$ cat src/rtl/gst_dma_snd_pkg.sv
// gst_dma_snd_pkg -- shared definitions for the STE DMA-sound fetch sequencer.
//
// Contents:
//   ADDR_W        width of the byte address counter (24 bits, bit0 always 0)
//   state_t       FSM state encoding plus the four state constants
//   REG_*         word offsets A[6:1] of the sound register page ($FF8900)
package gst_dma_snd_pkg;

   localparam int ADDR_W = 24;

   typedef logic [1:0] state_t;

   localparam logic [1:0] ST_IDLE = 2'd0;
   localparam logic [1:0] ST_WAIT = 2'd1;
   localparam logic [1:0] ST_LOAD = 2'd2;
   localparam logic [1:0] ST_ADV  = 2'd3;

   localparam logic [5:0] REG_CTRL    = 6'h00;
   localparam logic [5:0] REG_START_H = 6'h01;
   localparam logic [5:0] REG_START_M = 6'h02;
   localparam logic [5:0] REG_START_L = 6'h03;
   localparam logic [5:0] REG_CNT_H   = 6'h04;
   localparam logic [5:0] REG_CNT_M   = 6'h05;
   localparam logic [5:0] REG_CNT_L   = 6'h06;
   localparam logic [5:0] REG_END_H   = 6'h07;
   localparam logic [5:0] REG_END_M   = 6'h08;
   localparam logic [5:0] REG_END_L   = 6'h09;

endpackage

$ cat src/rtl/gst_dma_snd_regs.sv
// gst_dma_snd_regs -- CPU register page of the DMA-sound sequencer.
//
// Holds PLAY/LOOP, the frame start and frame end registers and the read mux.
// Optional build macro DMASND_FRAME_LATCH_EN: start/end writes land in
// shadow registers and the end value used by the fetch sequencer only
// changes when the sequencer asks for it (frame start or loop reload).
//
// Ports:
//   clk32, rst            clock, asynchronous active-high reset
//   cs, a, din, rw        CPU bus (byte registers on din[7:0])
//   dout                  read data, 0 unless cs && rw
//   counter               live frame counter, for readout
//   clear_play            sequencer request to drop PLAY (CPU write wins)
//   latch_act             sequencer frame boundary: copy end into active end
//   play, loop            control bits
//   ctrl_wr               CPU write to the control register this cycle
//   ld_start, ld_end      values a new frame is started from
//   act_end               end address the running frame compares against
module gst_dma_snd_regs
   import gst_dma_snd_pkg::*;
(
   input  logic              clk32,
   input  logic              rst,
   input  logic              cs,
   input  logic [5:0]        a,
   input  logic [15:0]       din,
   input  logic              rw,
   output logic [15:0]       dout,
   input  logic [ADDR_W-1:0] counter,
   input  logic              clear_play,
   input  logic              latch_act,
   output logic              play,
   output logic              loop,
   output logic              ctrl_wr,
   output logic [ADDR_W-1:0] ld_start,
   output logic [ADDR_W-1:0] ld_end,
   output logic [ADDR_W-1:0] act_end
);

   logic              play_q, play_d;
   logic              loop_q, loop_d;
   logic [ADDR_W-1:0] start_q, start_d;
   logic [ADDR_W-1:0] end_q, end_d;
   logic              wr;
   logic [7:0]        din_hi_unused;

   assign din_hi_unused = din[15:8];
   assign wr            = cs && !rw;
   assign ctrl_wr       = wr && (a == REG_CTRL);

   always_comb begin
      play_d  = play_q;
      loop_d  = loop_q;
      start_d = start_q;
      end_d   = end_q;
      if (clear_play) play_d = 1'b0;
      // A CPU control write in the same cycle overrides the sequencer.
      if (ctrl_wr) begin
         play_d = din[0];
         loop_d = din[1];
      end
      if (wr) begin
         case (a)
            REG_START_H: start_d[23:16] = din[7:0];
            REG_START_M: start_d[15:8]  = din[7:0];
            REG_START_L: start_d[7:0]   = {din[7:1], 1'b0};
            REG_END_H:   end_d[23:16]   = din[7:0];
            REG_END_M:   end_d[15:8]    = din[7:0];
            REG_END_L:   end_d[7:0]     = {din[7:1], 1'b0};
            default: ;
         endcase
      end
   end

   always_ff @(posedge clk32 or posedge rst) begin
      if (rst) begin
         play_q  <= 1'b0;
         loop_q  <= 1'b0;
         start_q <= '0;
         end_q   <= '0;
      end else begin
         play_q  <= play_d;
         loop_q  <= loop_d;
         start_q <= start_d;
         end_q   <= end_d;
      end
   end

   // Every counter load coincides with a latch point, so the start value is
   // always consumed straight from the register; no active copy is needed.
   assign ld_start = start_q;
   assign ld_end   = end_q;

`ifdef DMASND_FRAME_LATCH_EN
   logic [ADDR_W-1:0] act_end_q, act_end_d;

   always_comb begin
      act_end_d = act_end_q;
      if (latch_act) act_end_d = end_q;
   end

   always_ff @(posedge clk32 or posedge rst) begin
      if (rst) act_end_q <= '0;
      else     act_end_q <= act_end_d;
   end

   assign act_end = act_end_q;
`else
   logic latch_act_unused;
   assign latch_act_unused = latch_act;
   assign act_end          = end_q;
`endif

   always_comb begin
      dout = '0;
      if (cs && rw) begin
         case (a)
            REG_CTRL:    dout[1:0] = {loop_q, play_q};
            REG_START_H: dout[7:0] = start_q[23:16];
            REG_START_M: dout[7:0] = start_q[15:8];
            REG_START_L: dout[7:0] = start_q[7:0];
            REG_CNT_H:   dout[7:0] = counter[23:16];
            REG_CNT_M:   dout[7:0] = counter[15:8];
            REG_CNT_L:   dout[7:0] = counter[7:0];
            REG_END_H:   dout[7:0] = end_q[23:16];
            REG_END_M:   dout[7:0] = end_q[15:8];
            REG_END_L:   dout[7:0] = end_q[7:0];
            default: ;
         endcase
      end
   end

   assign play = play_q;
   assign loop = loop_q;

endmodule

$ cat src/rtl/gst_dma_snd.sv
// gst_dma_snd -- STE DMA-sound fetch sequencer.
//
// Walks a frame counter from frame start to frame end, strobing SLOAD_N low
// for LOAD_LEN cycles per word while the audio FIFO requests data (SREQ) and
// a sound slot (SND_SLOT) is granted. Up to FETCH_PER_SLOT words per slot.
// SINT pulses at end of frame. Optional macro DMASND_FRAME_LATCH_EN selects
// shadowed start/end registers (see gst_dma_snd_regs).
//
// Ports:
//   clk32, rst        clock, asynchronous active-high reset
//   CS, A, DIN, RW    CPU register access; DOUT read data
//   SREQ              FIFO not full
//   SND_SLOT          one-cycle fetch window pulse
//   SLOAD_N           active-low fetch strobe
//   SADDR             word address of the current fetch
//   SACTIVE           PLAY level
//   SINT              one-cycle end-of-frame pulse
//   dbg_state         current FSM state
module gst_dma_snd
   import gst_dma_snd_pkg::*;
#(
   parameter int LOAD_LEN       = 4,
   parameter int FETCH_PER_SLOT = 2
) (
   input  logic        clk32,
   input  logic        rst,
   input  logic        CS,
   input  logic [5:0]  A,
   input  logic [15:0] DIN,
   input  logic        RW,
   output logic [15:0] DOUT,
   input  logic        SREQ,
   input  logic        SND_SLOT,
   output logic        SLOAD_N,
   output logic [22:0] SADDR,
   output logic        SACTIVE,
   output logic        SINT,
   output state_t      dbg_state
);

   localparam logic [3:0] LOAD_LAST = 4'(LOAD_LEN - 1);
   localparam logic [2:0] FETCH_LIM = 3'(FETCH_PER_SLOT);

   state_t            state_q, state_d;
   logic [ADDR_W-1:0] counter_q, counter_d;
   logic [2:0]        slot_cnt_q, slot_cnt_d;
   logic [3:0]        load_cnt_q, load_cnt_d;
   logic              sint_q, sint_d;

   logic              play, loop, ctrl_wr;
   logic              clear_play, latch_act, sint_now, abort;
   logic [ADDR_W-1:0] ld_start, ld_end, act_end, cnt_inc;
   logic [2:0]        slot_inc;

   gst_dma_snd_regs u_regs (
      .clk32      (clk32),
      .rst        (rst),
      .cs         (CS),
      .a          (A),
      .din        (DIN),
      .rw         (RW),
      .dout       (DOUT),
      .counter    (counter_q),
      .clear_play (clear_play),
      .latch_act  (latch_act),
      .play       (play),
      .loop       (loop),
      .ctrl_wr    (ctrl_wr),
      .ld_start   (ld_start),
      .ld_end     (ld_end),
      .act_end    (act_end)
   );

   // Clearing PLAY from the CPU aborts whatever the sequencer is doing at
   // the very edge that captures the write.
   assign abort    = ctrl_wr && !DIN[0];
   assign cnt_inc  = counter_q + 24'd2;
   assign slot_inc = slot_cnt_q + 3'd1;

   always_comb begin
      state_d    = state_q;
      counter_d  = counter_q;
      slot_cnt_d = slot_cnt_q;
      load_cnt_d = load_cnt_q;
      sint_d     = 1'b0;
      sint_now   = 1'b0;
      clear_play = 1'b0;
      latch_act  = 1'b0;
      case (state_q)
         ST_IDLE: begin
            if (play) begin
               counter_d = ld_start;
               latch_act = 1'b1;
               state_d   = ST_WAIT;
               // Empty frame: report it, and without LOOP give up at once.
               if (ld_start == ld_end) begin
                  sint_d = 1'b1;
                  if (!loop) begin
                     clear_play = 1'b1;
                     state_d    = ST_IDLE;
                  end
               end
            end
         end
         ST_WAIT: begin
            // A slot without SREQ is simply lost; nothing is remembered.
            if (SND_SLOT && SREQ && (counter_q != act_end)) begin
               state_d    = ST_LOAD;
               slot_cnt_d = 3'd0;
               load_cnt_d = 4'd0;
            end
         end
         ST_LOAD: begin
            if (load_cnt_q == LOAD_LAST) state_d = ST_ADV;
            else load_cnt_d = load_cnt_q + 4'd1;
         end
         ST_ADV: begin
            slot_cnt_d = slot_inc;
            if (cnt_inc == act_end) begin
               sint_now = 1'b1;
               if (loop) begin
                  counter_d = ld_start;
                  latch_act = 1'b1;
                  state_d   = ST_WAIT;
               end else begin
                  counter_d  = cnt_inc;
                  clear_play = 1'b1;
                  state_d    = ST_IDLE;
               end
            end else begin
               counter_d = cnt_inc;
               if ((slot_inc < FETCH_LIM) && SREQ) begin
                  state_d    = ST_LOAD;
                  load_cnt_d = 4'd0;
               end else begin
                  state_d = ST_WAIT;
               end
            end
         end
         default: state_d = ST_IDLE;
      endcase
      if (abort) state_d = ST_IDLE;
   end

   always_ff @(posedge clk32 or posedge rst) begin
      if (rst) begin
         state_q    <= ST_IDLE;
         counter_q  <= '0;
         slot_cnt_q <= '0;
         load_cnt_q <= '0;
         sint_q     <= 1'b0;
      end else begin
         state_q    <= state_d;
         counter_q  <= counter_d;
         slot_cnt_q <= slot_cnt_d;
         load_cnt_q <= load_cnt_d;
         sint_q     <= sint_d;
      end
   end

   // SLOAD_N decodes straight from the state flop so reset forces it high
   // without waiting for a clock edge.
   assign SLOAD_N   = (state_q != ST_LOAD);
   assign SADDR     = counter_q[23:1];
   assign SACTIVE   = play;
   assign SINT      = sint_q | sint_now;
   assign dbg_state = state_q;

endmodule

$ cat config.mk
export PLATFORM = sky130hd
export DESIGN_NAME = gst_dma_snd
export DESIGN_NICKNAME = d
export VERILOG_FILES = /design/src/rtl/gst_dma_snd_pkg.sv /design/src/rtl/gst_dma_snd_regs.sv /design/src/rtl/gst_dma_snd.sv
export SDC_FILE = /design/constraint.sdc
export NUM_CORES = 1
export LEC_CHECK = 0
export ABC_AREA = 0
export CORE_MARGIN = 8
export CORE_UTILIZATION = 50
export DETAILED_ROUTE_END_ITERATION = 16
export PLACE_DENSITY = 0.77
export RECOVER_POWER = 25
export SKIP_LAST_GASP = 1
export SLEW_MARGIN = 20
export SYNTH_ARGS = -nofsm -noshare
export SYNTH_HDL_FRONTEND = slang
export SYNTH_SLANG_ARGS = --single-unit
$ cat constraint.sdc
create_clock -name clk32 -period 7.2 [get_ports clk32]
set_clock_uncertainty 0.05 [all_clocks]
set_input_delay 1.44 -clock clk32 [delete_from_list [all_inputs] [get_ports clk32]]
set_output_delay 1.44 -clock clk32 [all_outputs]
set_load 0.05 [all_outputs]
# Word level (Yosys, flattened, before mapping)
# Cells that the tools add are included.
dict set report word_totals {
  register_bits 82
  input_bits 28
}
dict set report classes {
  addsub 3
  n_lt_le_gt_ge 1
  n_eq_ne 25
  mux 35
  bitwise_logic 1
  n_reduce_logical 25
}
# operator count
set op_table {}
lappend op_table {{2-to-1 mux 24 bit} 3}
lappend op_table {{case mux 6 bit (9 select lines)} 1}
lappend op_table {{case mux 24 bit (2 select lines)} 1}
lappend op_table {{adder 24 x 2 -> 24 bit (second input constant)} 1}
lappend op_table {{equality test 24 bit} 1}
lappend op_table {{equality test 6 x 3 -> 1 bit (second input constant)} 4}
lappend op_table {{!= test 24 bit} 1}
lappend op_table {{equality test 23 bit} 1}
lappend op_table {{case mux 2 bit (10 select lines)} 1}
lappend op_table {{2-to-1 mux 4 bit} 4}
lappend op_table {{AND reduction 2 bit} 8}
lappend op_table {{2-to-1 mux 1 bit} 13}
lappend op_table {{equality test 6 x 2 -> 1 bit (second input constant)} 2}
lappend op_table {{equality test 6 x 4 -> 1 bit (second input constant)} 2}
lappend op_table {{2-to-1 mux 2 bit} 6}
lappend op_table {{case mux 4 bit (3 select lines)} 1}
lappend op_table {{!= test 2 bit (second input constant)} 5}
lappend op_table {{2-to-1 mux 8 bit} 1}
lappend op_table {{case mux 2 bit (4 select lines)} 1}
lappend op_table {{logical AND 1 bit} 7}
lappend op_table {{equality test 6 x 1 -> 1 bit (second input constant)} 1}
lappend op_table {{zero test 6 bit} 1}
lappend op_table {{!= test 3 bit (second input constant)} 2}
lappend op_table {{case mux 3 bit (2 select lines)} 1}
lappend op_table {{17 further kinds} 21}

# Logic depth before layout (Yosys ltp)
dict set report depth {
  ltp_word 7
  ltp_mapped 13
  ltp_nobuf 10
}

# Hierarchy
# A second synthesis with hierarchy kept.
dict set report unflattened {
  hier_cells 634
  area_unflattened_um2 6147.1
}
# module n_inst cells_each area_per_inst_um2 seq_area_each_um2
set by_module_without_submodules {}
lappend by_module_without_submodules {gst_dma_snd 1 405 3314.4 850.8}
lappend by_module_without_submodules {gst_dma_snd_regs 1 229 2832.7 1201.2}

# Worst setup path after synthesis
# OpenSTA, ideal clock, no wires.
dict set report synth_timing {
  kind {input -> output}
  start {in A[2]}
  end {out DOUT[2]}
  t_arrival_ps 3589
  t_required_ps 5710
  path_slack_ps 2121
  cell_stages 8
  path_buffers 3
  cell_sequence {clkbuf_1 nor2_1 and3_1 clkbuf_1 clkbuf_1 a21oi_1 a21o_1 a31oi_1}
}
dict set report synth_via {
  elab_chain_len 3
  word_cells_on_any_way 11
  classes_between {eq/ne: 9; mux: 2}
}
# element line
set synth_rtl {}
lappend synth_rtl {{start, declared} gst_dma_snd.sv:28} ;# input logic [5:0] A,
lappend synth_rtl {{equality test 6 x 4 -> 1 bit (tied with other cells)} gst_dma_snd_regs.sv:117} ;# case (a)
lappend synth_rtl {{case mux 6 bit (9 select lines) *} gst_dma_snd_regs.sv:117}
lappend synth_rtl {{2-to-1 mux 8 bit *} gst_dma_snd_regs.sv:116} ;# if (cs && rw) begin
lappend synth_rtl {{end, declared} gst_dma_snd.sv:31} ;# output logic [15:0] DOUT,
# Every way passes the cells marked *; elsewhere a longest branch is shown, timed or not.

# Final worst setup path
dict set report layout_timing {
  start {in A[0]}
  end {out DOUT[7]}
}
# Same word-level chain as after synthesis.

==> flow_summary_export.csv <==
group,metric,value,unit
clock_network,post_cts_resized,0,
global_routing,grt_pass1_vias,4934,
cells_and_area,finalNonFillerCells,798,
clock_network,cts_tree,"done",
worst_setup_path,worstPathMaxFanout,22,
die,core_area,0.0113,sq mm
worst_setup_path,path_class,"primary input to output port",
place,gp_congestion,0.965,
worst_setup_path,slowest_delay,1010,ps
drt,ant_nets,0,
timing,slew_violations,82,
timing,worstMarginPinSlew,4400,ps
worst_setup_path,cpMaxStageDelayCell,"clkdlybuf4s50_1",
synthesis,synth_top_family_by_area,"compound AO/OA/AOI/OAI gates",
synthesis,synth_area_leaders,"dfrtp_1 35%, mux2_2 9.8%, xnor2_1 5.8%",
clock_network,cts_root_buf,"clkbuf_16",
worst_setup_path,crit_arrival,4790,ps
die,rows,39,
hold_path,worstHoldPathType,"flip-flop to flip-flop",
synthesis,synth-main-ff-cell,"dfrtp_1",
worst_setup_path,r2r-end,"counter_q[9]",
synthesis,yosysWarnings,0,
cells_and_area,syn_to_final_growth,14.1,%
drt,viasPerCell,6.41,
die,dieWidth,123,microns
clock_network,cts_hold_buffers,0,
synthesis,synth_compound_area_share,19.5,%
cells_and_area,final_common_cell,"dfrtp_1",
place,placed_area,0.00630,sq mm
timing,slew_headroom,-193,%
place,portBuffers,55,
hold_path,whs_path_depth,2,
synthesis,ys_types,71,
global_routing,antenna_found_initial,0,
drt,finalWirelength,17.9,mm
global_routing,grt_start_max_net_pins,82,
clock_network,h-tree-depth,3,
clock_network,numCtsBuffers,9,
pwr,leakage,2.64,nW
cells_and_area,finalNetCount,688,
cells_and_area,diodes,0,
flow_run,cap_viol_max_count,1,
clock_network,cts_buffer_depth,2,
timing,fmaxAchievable,0.159,GHz
timing,fin_crit,6280,ps
clock_network,cts_setup_buffers,0,
worst_setup_path,reg2regPathDepth,10,
timing,timing.hold.ws,468,ps
drt,num_vias,5115,
global_routing,grt.overflow.total,0,
worst_setup_path,crit_path_end_kind,"output port",
synthesis,synth_simple_gate_area_share,18.9,%
timing,setup_viol,0,
cells_and_area,drive_gt1_share,14.0,%
timing,grt_setup_unrepaired,"false",
pwr,power.density,391,mW/mm^2
synthesis,muxShareOfSynthArea,11.6,%
worst_setup_path,rrSetupSlack,2970,ps
timing,final.setup.tns,0,ps
place,dp_hpwl,13.7,mm
clock_network,clk_latency,350,ps
synthesis,synth.avg_cell_area,9.26,sq um
worst_setup_path,crit_start,"A[0]",
drt,drtIter0Drc,748,
synthesis,synth_seq_area_share,35.1,%
worst_setup_path,critPathLaunchType,"primary input",
global_routing,grt_pass1_wl,27.9,mm
die,io_pins,72,
synthesis,synth_top_area_cell,"dfrtp_1",
timing,finalCritPeriodShare,87.2,%
pwr,peakVddDrop,229,uV
synthesis,yosysTopAreaCellShare,35.1,%
worst_setup_path,crit_required,5710,ps
cells_and_area,fin_area,0.00658,sq mm
hold_path,hold_start,"slot_cnt_q[1]",
die,die-area,0.0152,sq mm
cells_and_area,mostFrequentLayoutCells,"81 x dfrtp_1, 54 x a21oi_1, 54 x clkdlybuf4s50_1",
drt,routedWlPerCell,22.5,microns
place,dp.cells,785,
die,initial_utilization,51.0,%
drt,dr.pass1.iters,5,
synthesis,async_reset_ff_share,100,%
synthesis,synth_seq_cells,81,
run_status,status,"finished with violations",
synthesis,synthXorXnorAreaFrac,8.04,%
synthesis,synth_edf_count,0,
run_status,violations,"capacitance limit, slew limit",
clock_network,path_clk_slew,60,ps
synthesis,synth_fa_ha_area_share,1.52,%
synthesis,synthCells,623,
drt,drc,0,
clock_network,numClockSinks,81,
worst_setup_path,path_cells,"clkdlybuf4s50_1 > nand2_1 > nor3_1 > a22oi_1 > a31oi_1 > clkdlybuf4s50_1",
hold_path,whs_endpoint,"slot_cnt_q[1]",
synthesis,syn_area,0.00577,sq mm
timing,hold_violations,0,
global_routing,grt_use_total,24.5,%
worst_setup_path,cp_common_cell,"clkdlybuf4s50_1",
die,die_h,123,microns
worst_setup_path,r2r-start,"counter_q[1]",
[where the power goes]
group	switching (mW)	internal, mW	total (mW)
Clock	0.183	0.272	0.455
Combinational	0.798	0.474	1.27
Sequential	0.285	0.563	0.848
Total	1.27	1.31	2.57
[critical path, delay by kind of cell]
family	cells	cell delay [ps]
buffers and inverters	2	1880
and+or+nand+nor	2	990
AOI/OAI and AO/OA	2	480
[state kept, by name, indices dropped and copies added, names as in the netlist]
name and count:
u_regs.loop 1, u_regs.act_end 23, load_cnt_q 4, u_regs.ld_start 23, sint_q 1, dbg_state 2
u_regs.play 1, counter_q 23, slot_cnt_q 3
[synthesized netlist by cell type, types with 3 or more instances]
| library cell | n |
|---|---|
| and3_1 | 7 |
| xnor2_1 | 38 |
| dfrtp_1 | 81 |
| xor2_1 | 15 |
| mux2_2 | 50 |
| nand3_1 | 31 |
| nor3_1 | 11 |
| o22ai_1 | 6 |
| a32oi_1 | 3 |
| o211ai_1 | 5 |
| buf_2 | 13 |
| a21o_1 | 6 |
| a211oi_1 | 6 |
| nor2_1 | 38 |
| buf_4 | 10 |
| o21ai_1 | 15 |
| nand2b_1 | 10 |
| nor2b_1 | 8 |
| clkbuf_1 | 16 |
| nor3b_1 | 4 |
| and2_1 | 3 |
| nand4_1 | 17 |
| nand2_1 | 28 |
| inv_1 | 10 |
| a22o_1 | 13 |
| nand2_2 | 3 |
| nor4_1 | 10 |
| a21oi_1 | 54 |
| mux2i_1 | 8 |
| buf_6 | 5 |
| a22oi_1 | 16 |
| o21a_1 | 3 |
| ha_1 | 7 |
| a31oi_1 | 10 |
| o21ai_0 | 21 |
[through the flow]
| step | utilization, % | power [mW] | setup slack [ps] |
|---|---|---|---|
| final | 58.2 | 2.57 | 918 |
| after global routing | 58.2 | 2.72 | 401 |
| after CTS | 58.1 | 2.58 | 1040 |
| after detailed placement | 55.6 | 2.11 | 1060 |
| after global placement | 55.6 | 2.08 | 1090 |
| after floorplan | - | 1.76 | 2120 |
[cells by family (layout without fill, tap and decap cells)]
kind of cell / Yosys count / count (layout)
adder cells (fa/ha/maj): 7 / 7
other: 1 / 8
flip-flops: 81 / 81
buffers and inverters: 57 / 82
multiplexers: 60 / 60
AND/OR/NAND/NOR: 191 / 191
AO/OA/AOI/OAI: 173 / 173
XOR/XNOR: 53 / 53
[how the worst max path moves through the flow]
stage	to	slack (ps)
floorplan	DOUT[2]	2120
global placement	DOUT[7]	1090
detailed placement	DOUT[7]	1060
CTS	DOUT[7]	1040
global route	counter_q[2]	400
finish	DOUT[7]	920
[per-layer routing]
layer	part of all wire (%)	up-vias	track usage (%)
met5	0	-	0
met4	2.9	0	10.8
met3	8.8	36	4.89
met2	47	216	38.5
met1	42	2518	32.1
li1	-	2345	-
[layout make-up]
class | instances | area (sq um)
Fill cell | 997 | 4740
Multi-Input combinational cell | 492 | 3480
Sequential cell | 81 | 2030
Inverter | 10 | 38.8
Clock buffer | 10 | 239
Tap cell | 143 | 179
Timing Repair Buffer | 59 | 577
Clock inverter | 3 | 43.8
(Power assumes the default switching activity.)
